**config.mk**
```make
export PLATFORM = sky130hd
export DESIGN_NAME = qq_host_port
export DESIGN_NICKNAME = d
export VERILOG_FILES = /design/src/rtl/qq_pkg.sv /design/src/rtl/qq_occ_counter.sv /design/src/rtl/qq_host_port.sv
export SDC_FILE = /design/constraint.sdc
export NUM_CORES = 1
export LEC_CHECK = 0
export ABC_AREA = 1
export CORE_MARGIN = 5
export CORE_UTILIZATION = 45
export DETAILED_ROUTE_END_ITERATION = 7
export PLACE_DENSITY = 0.8
export SLEW_MARGIN = 20
export SYNTH_ARGS = -nofsm -noshare
export SYNTH_HDL_FRONTEND = slang
export SYNTH_SLANG_ARGS = --single-unit
export TNS_END_PERCENT = 10
```
**constraint.sdc**
```tcl
create_clock -name clk -period 5.8 [get_ports clk]
set_input_delay 1.16 -clock clk [delete_from_list [all_inputs] [get_ports clk]]
set_output_delay 1.16 -clock clk [all_outputs]
set_load 0.01 [all_outputs]
```
**src/rtl/qq_pkg.sv**
```systemverilog
// Shared types for the QuickQ host port: command ops, response status and FSM states.
package qq_pkg;

  localparam int KW_DEFAULT = 16;

  typedef enum logic [1:0] {
    OP_NOP = 2'd0,
    OP_ENQ = 2'd1,
    OP_DEQ = 2'd2,
    OP_CLR = 2'd3
  } op_t;

  typedef enum logic [1:0] {
    ST_OK    = 2'd0,
    ST_FULL  = 2'd1,
    ST_EMPTY = 2'd2
  } status_t;

  typedef enum logic [1:0] {
    S_IDLE  = 2'd0,
    S_ISSUE = 2'd1,
    S_WAIT  = 2'd2,
    S_RESP  = 2'd3
  } host_state_t;

endpackage

```
**src/rtl/qq_occ_counter.sv**
```systemverilog
// Local occupancy tracker for the QuickQ host port: up/down/clear counter with full/empty flags.
module qq_occ_counter #(
  parameter int DEPTH = 16
) (
  input  logic                       clk,
  input  logic                       rst,
  input  logic                       inc_i,
  input  logic                       dec_i,
  input  logic                       clr_i,
  output logic [$clog2(DEPTH+1)-1:0] count_o,
  output logic                       full_o,
  output logic                       empty_o
);

  localparam int CW = $clog2(DEPTH + 1);

  logic [CW-1:0] count_q, count_d;

  assign full_o  = (count_q == CW'(DEPTH));
  assign empty_o = (count_q == '0);
  assign count_o = count_q;

  // NOTE: count_d gets a default first so every path assigns it and no latch is inferred.
  always_comb begin
    count_d = count_q;
    if (clr_i)                  count_d = '0;
    else if (inc_i && !full_o)  count_d = count_q + 1'b1;
    else if (dec_i && !empty_o) count_d = count_q - 1'b1;
  end

  // NOTE: registers use non-blocking assignments so every flop samples pre-edge values.
  always_ff @(posedge clk) begin
    if (!rst) count_q <= '0;
    else      count_q <= count_d;
  end

  // The host FSM rejects ENQ-when-full and DEQ-when-empty, so these must never fire.
  assert property (@(posedge clk) disable iff (!rst) !(inc_i && full_o));
  assert property (@(posedge clk) disable iff (!rst) !(dec_i && empty_o));

endmodule

```
**src/rtl/qq_host_port.sv**
```systemverilog
// QuickQ host port: command/response streams in front of the enq/deq queue interface.
// Optional statistics counters are enabled with `define QQ_HOST_STATS_EN.
module qq_host_port
  import qq_pkg::*;
#(
  parameter int KW      = KW_DEFAULT,
  parameter int DEPTH   = 16,
  parameter int DEQ_LAT = 2
) (
  input  logic                       clk,
  input  logic                       rst,
  input  logic                       cmd_valid,
  output logic                       cmd_ready,
  input  logic [1:0]                 cmd_op,
  input  logic [KW-1:0]              cmd_key,
  output logic                       q_enq,
  output logic                       q_deq,
  output logic [KW-1:0]              q_din,
  input  logic [KW-1:0]              q_dout,
  input  logic                       q_busy,
  output logic                       rsp_valid,
  input  logic                       rsp_ready,
  output logic [KW-1:0]              rsp_key,
  output logic [1:0]                 rsp_status,
  output logic [$clog2(DEPTH+1)-1:0] count,
  output logic                       full,
  output logic                       empty
`ifdef QQ_HOST_STATS_EN
  ,
  output logic [31:0]                stat_enq,
  output logic [31:0]                stat_deq,
  output logic [31:0]                stat_rej
`endif
);

  host_state_t   state_q, state_d;
  op_t           op_q, op_d;
  op_t           cmd_op_e;
  logic [KW-1:0] key_q, key_d;
  logic [KW-1:0] rsp_key_q, rsp_key_d;
  status_t       status_q, status_d;
  logic [2:0]    lat_q, lat_d;
  logic          clr;

  assign cmd_op_e = op_t'(cmd_op);

  always_comb begin
    state_d   = state_q;
    op_d      = op_q;
    key_d     = key_q;
    rsp_key_d = rsp_key_q;
    status_d  = status_q;
    lat_d     = lat_q;
    q_enq     = 1'b0;
    q_deq     = 1'b0;
    clr       = 1'b0;
    case (state_q)
      S_IDLE: begin
        if (cmd_valid) begin
          op_d      = cmd_op_e;
          key_d     = cmd_key;
          rsp_key_d = '0;
          status_d  = ST_OK;
          state_d   = S_RESP;
          case (cmd_op_e)
            OP_CLR: clr = 1'b1;
            OP_ENQ: if (full)  status_d = ST_FULL;  else state_d = S_ISSUE;
            OP_DEQ: if (empty) status_d = ST_EMPTY; else state_d = S_ISSUE;
            default: ;
          endcase
        end
      end
      // Strobes are combinational so they land in the first cycle q_busy is low.
      S_ISSUE: begin
        if (!q_busy) begin
          if (op_q == OP_ENQ) begin
            q_enq   = 1'b1;
            state_d = S_RESP;
          end else begin
            q_deq   = 1'b1;
            lat_d   = 3'(DEQ_LAT - 1);
            state_d = S_WAIT;
          end
        end
      end
      S_WAIT: begin
        if (lat_q == 3'd0) begin
          rsp_key_d = q_dout;
          state_d   = S_RESP;
        end else begin
          lat_d = lat_q - 3'd1;
        end
      end
      S_RESP: begin
        if (rsp_ready) begin
          rsp_key_d = '0;
          status_d  = ST_OK;
          state_d   = S_IDLE;
        end
      end
      default: state_d = S_IDLE;
    endcase
  end

  always_ff @(posedge clk) begin
    if (!rst) begin
      state_q   <= S_IDLE;
      op_q      <= OP_NOP;
      key_q     <= '0;
      rsp_key_q <= '0;
      status_q  <= ST_OK;
      lat_q     <= '0;
    end else begin
      state_q   <= state_d;
      op_q      <= op_d;
      key_q     <= key_d;
      rsp_key_q <= rsp_key_d;
      status_q  <= status_d;
      lat_q     <= lat_d;
    end
  end

  // Gating with rst keeps cmd_ready low while reset is held.
  assign cmd_ready  = (state_q == S_IDLE) && rst;
  assign rsp_valid  = (state_q == S_RESP);
  assign rsp_key    = rsp_key_q;
  assign rsp_status = status_q;
  assign q_din      = q_enq ? key_q : '0;

  qq_occ_counter #(
    .DEPTH (DEPTH)
  ) u_occ (
    .clk     (clk),
    .rst     (rst),
    .inc_i   (q_enq),
    .dec_i   (q_deq),
    .clr_i   (clr),
    .count_o (count),
    .full_o  (full),
    .empty_o (empty)
  );

  assert property (@(posedge clk) disable iff (!rst) !(q_enq && q_deq));
  assert property (@(posedge clk) disable iff (!rst) !((q_enq || q_deq) && q_busy));

`ifdef QQ_HOST_STATS_EN
  logic [31:0] stat_enq_q, stat_deq_q, stat_rej_q;
  logic        rej;

  assign rej = cmd_valid && cmd_ready &&
               (((cmd_op_e == OP_ENQ) && full) || ((cmd_op_e == OP_DEQ) && empty));

  always_ff @(posedge clk) begin
    if (!rst) begin
      stat_enq_q <= '0;
      stat_deq_q <= '0;
      stat_rej_q <= '0;
    end else begin
      if (q_enq && (stat_enq_q != '1)) stat_enq_q <= stat_enq_q + 32'd1;
      if (q_deq && (stat_deq_q != '1)) stat_deq_q <= stat_deq_q + 32'd1;
      if (rej   && (stat_rej_q != '1)) stat_rej_q <= stat_rej_q + 32'd1;
    end
  end

  assign stat_enq = stat_enq_q;
  assign stat_deq = stat_deq_q;
  assign stat_rej = stat_rej_q;
`endif

endmodule
```
==> flow_summary.toml, run 1 <==
[grt]
grt_pass1_wl_um = 9110
grt_usage = 0.173
grt_pass1_vias = 2056
antenna_found_initial = 0
grt_start_max_net_pins = 39
overflow = 0

[layout]
diodes = 0
fin_nets = 435
drive_gt1_frac = 0.130
fin_area_um2 = 3300
area_growth_pct = 40.5

[synthesis]
synth.mux.area_fraction = 0
synth_compound_area_frac = 0.188
synthCells = 304
synth-xor-area-share = 0.0112
ys_ff_latch = 46
synth_top_area_cell = "dfxtp_1"
synth_area_um2 = 2350
synth_fa_ha_area_frac = 0.0725
async_flop_share = 0
seq_area_frac_synth = 0.392
synth_enable_flop_cells = 0
synth_fp_nets = 356
synth_warnings = 0
ys.flop_type = "dfxtp_1"
ys_top_cells_by_area = "dfxtp_1, nand2_1, a21oi_1"
yosys.cell_types.count = 30
synth_top_area_share = 0.392
synth_top_family_by_area = "simple AND/OR/NAND/NOR gates"
synth.avg_cell_area_um2 = 7.72
synth_simple_gate_area_frac = 0.232

[timing]
max_freq_ghz = 0.251
setup_violations = 0
min_period_ps = 3980
clock_skew_ps = 6.91
period_share = 0.687
tns_ps = 0
rsz0062_at_grt = "no"
finalHoldViolCount = 0
relSlewSlack = 0.311
tightestPinTransition_ps = 1030
drv_slew = 0
hold_ws_ps = 459

[floorplan]
core_area_um2 = 5070
pin_count = 84
chipWidth_um = 82.2
rows = 26
start_util = 0.463
die_area_um2 = 6760
die-height_um = 82.2

[clock_network]
clkLatencyLatePin_ps = 300
postCtsSetupRepairBufs = 0
clk_pin_slew_ps = 80
cts_htree_levels = 2
cts_tree = "done"
clockBufferDepth = 2
numClockSinks = 46
holdBufCountCts = 0
cts_buffers = 5
root_buffer = "clkbuf_8"
ctsResizeCount = 0

[route]
drtIter0Drc = 101
met2_length_um = 2510
finalWirelength_um = 5580
wl_per_cell_um = 12.3
via_per_inst = 4.70
drc_errors = 0
wl_met3_um = 542
top_layer_used = "met4"
drt-met1-wl_um = 2440
firstDrtPassIters = 4
vias = 2134
ant_nets = 0

[pwr]
leakagePower_nw = 1.25
ir_drop_uv = 211
p_per_area_nw_per_um2 = 359

[critical_path]
critPathRequiredTime_ps = 4640
crit_path_end_kind = "output port"
crit_fanout = 16
critPathKind = "in -> out"
worstPathArrival_ps = 2820
start_kind = "input port"

[placement]
dp_hpwl_um = 4290
portBuffers = 83
place_area_um2 = 3190
place.gp.congestion = 0.765

[hold_path]
hp-class = "reg -> reg"

[run]
maxCapViolCount = 0

[outcome]
status = "finished clean"
## synth_stat cells, types with 4 or more instances
cell type	instances
nand2_1	47
dfxtp_1	46
inv_1	42
a21oi_1	35
o21ai_0	26
nor2_1	25
nand2_2	13
ha_1	12
a21oi_2	10
nand3_1	8
clkbuf_1	4
inv_2	4
nand4_1	4
nor2_4	4
## layout make-up
cell class	instances	area (um2)
clock inverter	1	8.76
tap	70	87.6
sequential	46	921
multi-input combinational	201	1180
clock buffer	7	96.3
inverter	46	173
fill	477	1780
timing repair buffer	83	831
## flip-flops by register name, indices dropped and copies added, names as in the netlist
name and count:
rsp_status 2, key_q 16, lat_q 3, state_q 2, u_occ.count_o 5, rsp_key 16
op_q 2
## cell usage in the layout, fill, tap and decap left out, types with 4 or more instances in the layout
| cell | synthesis | final |
|---|---|---|
| clkdlybuf4s50_1 | 0 | 83 |
| nand2_1 | 47 | 47 |
| dfxtp_1 | 46 | 46 |
| inv_1 | 42 | 42 |
| a21oi_1 | 35 | 35 |
| o21ai_0 | 26 | 26 |
| nor2_1 | 25 | 25 |
| nand2_2 | 13 | 13 |
| ha_1 | 12 | 12 |
| a21oi_2 | 10 | 10 |
| nand3_1 | 8 | 8 |
| clkbuf_8 | 0 | 7 |
| inv_2 | 4 | 4 |
| nor2_4 | 4 | 4 |
| nand4_1 | 4 | 4 |
## power by group
| group | switching, mW | internal, mW | leakage [nW] |
|---|---|---|---|
| Clock | 0.109 | 0.109 | 0.0544 |
| Sequential | 0.0371 | 0.385 | 0.376 |
| Combinational | 0.328 | 0.216 | 0.821 |
## cell families after synthesis
| family | Yosys count |
|---|---|
| flops | 46 |
| simple gates | 110 |
| buf+inv | 57 |
| fa+ha+maj | 13 |
| xor+xnor | 3 |
| compound gates | 75 |
## worst max-delay path, stage by stage
cell,delay (ps)
clkdlybuf4s50_1,410
inv_1,70
nand2_2,80
nor2_4,140
inv_1,230
nor2_1,170
clkdlybuf4s50_1,550
## per-layer routing
layer  vias to the layer above  GRT usage
li1                       1122          -
met1                       936      0.197
met2                        66      0.295
met3                        10     0.0683
met4                         0     0.0548
met5                         -          0
## metrics by stage
| stage | util | instances | setup slack [ps] | power, mW |
|---|---|---|---|---|
| after floorplan | - | 304 | 2720 | 0.849 |
| after global placement | 0.629 | 446 | 1860 | 0.964 |
| after detailed placement | 0.629 | 446 | 1810 | 0.980 |
| after CTS | 0.650 | 454 | 1800 | 1.20 |
| after global routing | 0.650 | 454 | 1650 | 1.28 |
| final | 0.650 | 454 | 1820 | 1.18 |
## path summary, 6_finish.rpt
check                           from                            end  slack, ps  cells after the start
max                           q_busy                      q_din[14]       1820                      7
min           key_q[14]$_SDFFE_PN0P_         key_q[14]$_SDFFE_PN0P_        460                      2
max reg2reg  state_q[0]$_SDFFE_PN0P_  u_occ.count_o[2]$_SDFFE_PP0P_       3420                      7
min reg2reg   key_q[14]$_SDFFE_PN0P_         key_q[14]$_SDFFE_PN0P_        460                      2
Power figures use the tool's default switching activity.
==> run 2, diff against run 1 <==
==> constraint.sdc (replaced) <==
create_clock -name clk -period 4.05 [get_ports clk]
set_input_delay 0.81 -clock clk [delete_from_list [all_inputs] [get_ports clk]]
set_output_delay 0.81 -clock clk [all_outputs]
set_load 0.01 [all_outputs]
==> run 2 against run 1 <==
Compared with the run above: combinational power rose by 43%; worst hold slack lost 2.9 ps; non-clock buffer count rose by 2; largest cell class unchanged.
==> flow_summary.toml, run 2 (synthesis results as in run 1) <==
[outcome]
status = "finished clean"

[timing]
min_period_ps = 3330
max_freq_ghz = 0.301
hold_ws_ps = 456
tns_ps = 0
tightestPinTransition_ps = 857
drv_slew = 0
relSlewSlack = 0.428
setup_ws_ps = 723
period_share = 0.821
rsz0062_at_grt = "no"
setup_violations = 0
finalHoldViolCount = 0
clock_skew_ps = 5.58

[route]
firstDrtPassIters = 4
met2_length_um = 2590
drt-met1-wl_um = 2350
ant_nets = 0
vias = 2140
drc_errors = 0
drtIter0Drc = 70
top_layer_used = "met4"
wl_per_cell_um = 12.0
finalWirelength_um = 5490
via_per_inst = 4.69
wl_met3_um = 485

[clock_network]
cts_tree = "done"
clkLatencyLatePin_ps = 290
root_buffer = "clkbuf_8"
cts_htree_levels = 2
postCtsSetupRepairBufs = 0
ctsResizeCount = 0
holdBufCountCts = 0
clockBufferDepth = 2
clk_pin_slew_ps = 80
numClockSinks = 46
cts_buffers = 5

[critical_path]
critPathKind = "in -> out"
worstPathArrival_ps = 2520
crit_path_end_kind = "output port"
r2r-end = "u_occ.count_o[4]$_SDFFE_PP0P_"
start_kind = "input port"
rr_worst_depth = 14
critPathRequiredTime_ps = 3240
ff2ff_setup_slack_ps = 1860
r2r_start = "state_q[1]$_SDFFE_PN0P_"
crit_fanout = 16

[hold_path]
holdCritStartpoint = "key_q[1]$_SDFFE_PN0P_"
holdPathEnd = "key_q[1]$_SDFFE_PN0P_"
holdPathStages = 2
hp-class = "reg -> reg"

[floorplan]
die-height_um = 82.2
core_area_um2 = 5070
pin_count = 84
chipWidth_um = 82.2
start_util = 0.463
rows = 26
die_area_um2 = 6760

[grt]
grt_usage = 0.168
grt_pass1_vias = 2081
grt_start_max_net_pins = 23
grt_pass1_wl_um = 8990
overflow = 0
antenna_found_initial = 0

[pwr]
ir_drop_uv = 321
p_per_area_nw_per_um2 = 519
leakagePower_nw = 1.26

[layout]
layout_commonest_cell = "clkdlybuf4s50_1"
fin_nets = 437
stdcell_count = 456
diodes = 0
drive_gt1_frac = 0.130
area_growth_pct = 41.2
fillers = 465
layout_common_cells = "clkdlybuf4s50_1, nand2_1, dfxtp_1, inv_1, a21oi_1"

[placement]
pre_cts_ws_ps = 711
dp_hpwl_um = 4240
dp_cells = 448
place.gp.congestion = 0.799
portBuffers = 83

[run]
maxCapViolCount = 0
-- run 2: cell types whose count changed in the layout (fill, tap and decap cells not counted) --
| cell | change |
|---|---|
| buf_4 | +2 |
| bufinv_16 | +1 |
| clkbuf_1 | +2 |
| clkbuf_8 | -2 |
| clkinv_4 | -1 |
-- run 2: power breakdown --
part	leakage (nW)	switching (mW)	internal, mW
sequential	0.376	0.0529	0.552
combinational	0.830	0.465	0.313
clock	0.0524	0.152	0.185
-- run 2: layout make-up --
class                      instances  area, um2  area share
sequential                        46        921       0.278
inverter                          46        173      0.0521
clock inverter                     1       30.0     0.00906
multi-input combinational        201       1180       0.356
clock buffer                       7       76.3      0.0230
timing repair buffer              85        846       0.255
tap                               70       87.6      0.0264
-- run 2: metal layers --
metal	vias up	GRT usage
li1	1120	-
met1	939	0.199
met2	74	0.291
met3	7	0.0575
met4	0	0.0415
met5	-	0
-- run 2: worst max path at each step --
stage | from | endpoint
after floorplan | q_busy | q_din[10]
after detailed placement | q_busy | q_din[4]
after global routing | q_busy | q_din[9]
after CTS | q_busy | q_din[4]
final | q_busy | q_din[4]
after global placement | q_busy | q_din[10]
-- run 2: stage by stage --
stage	utilization	cell area, um2	power (mW)
3_5_place_dp	0.632	3210	1.40
5_1_grt	0.653	3310	1.86
3_3_place_gp	0.632	3210	1.39
6_report	0.653	3310	1.72
4_1_cts	0.653	3310	1.74
2_1_floorplan	-	2350	1.22
-- run 2: worst max-delay path, cell delays in order --
cell and delay, ps:
clkdlybuf4s50_1 420, inv_1 70, nand2_2 90, nor2_4 160, inv_1 240, nor2_1 180, clkdlybuf4s50_1 550
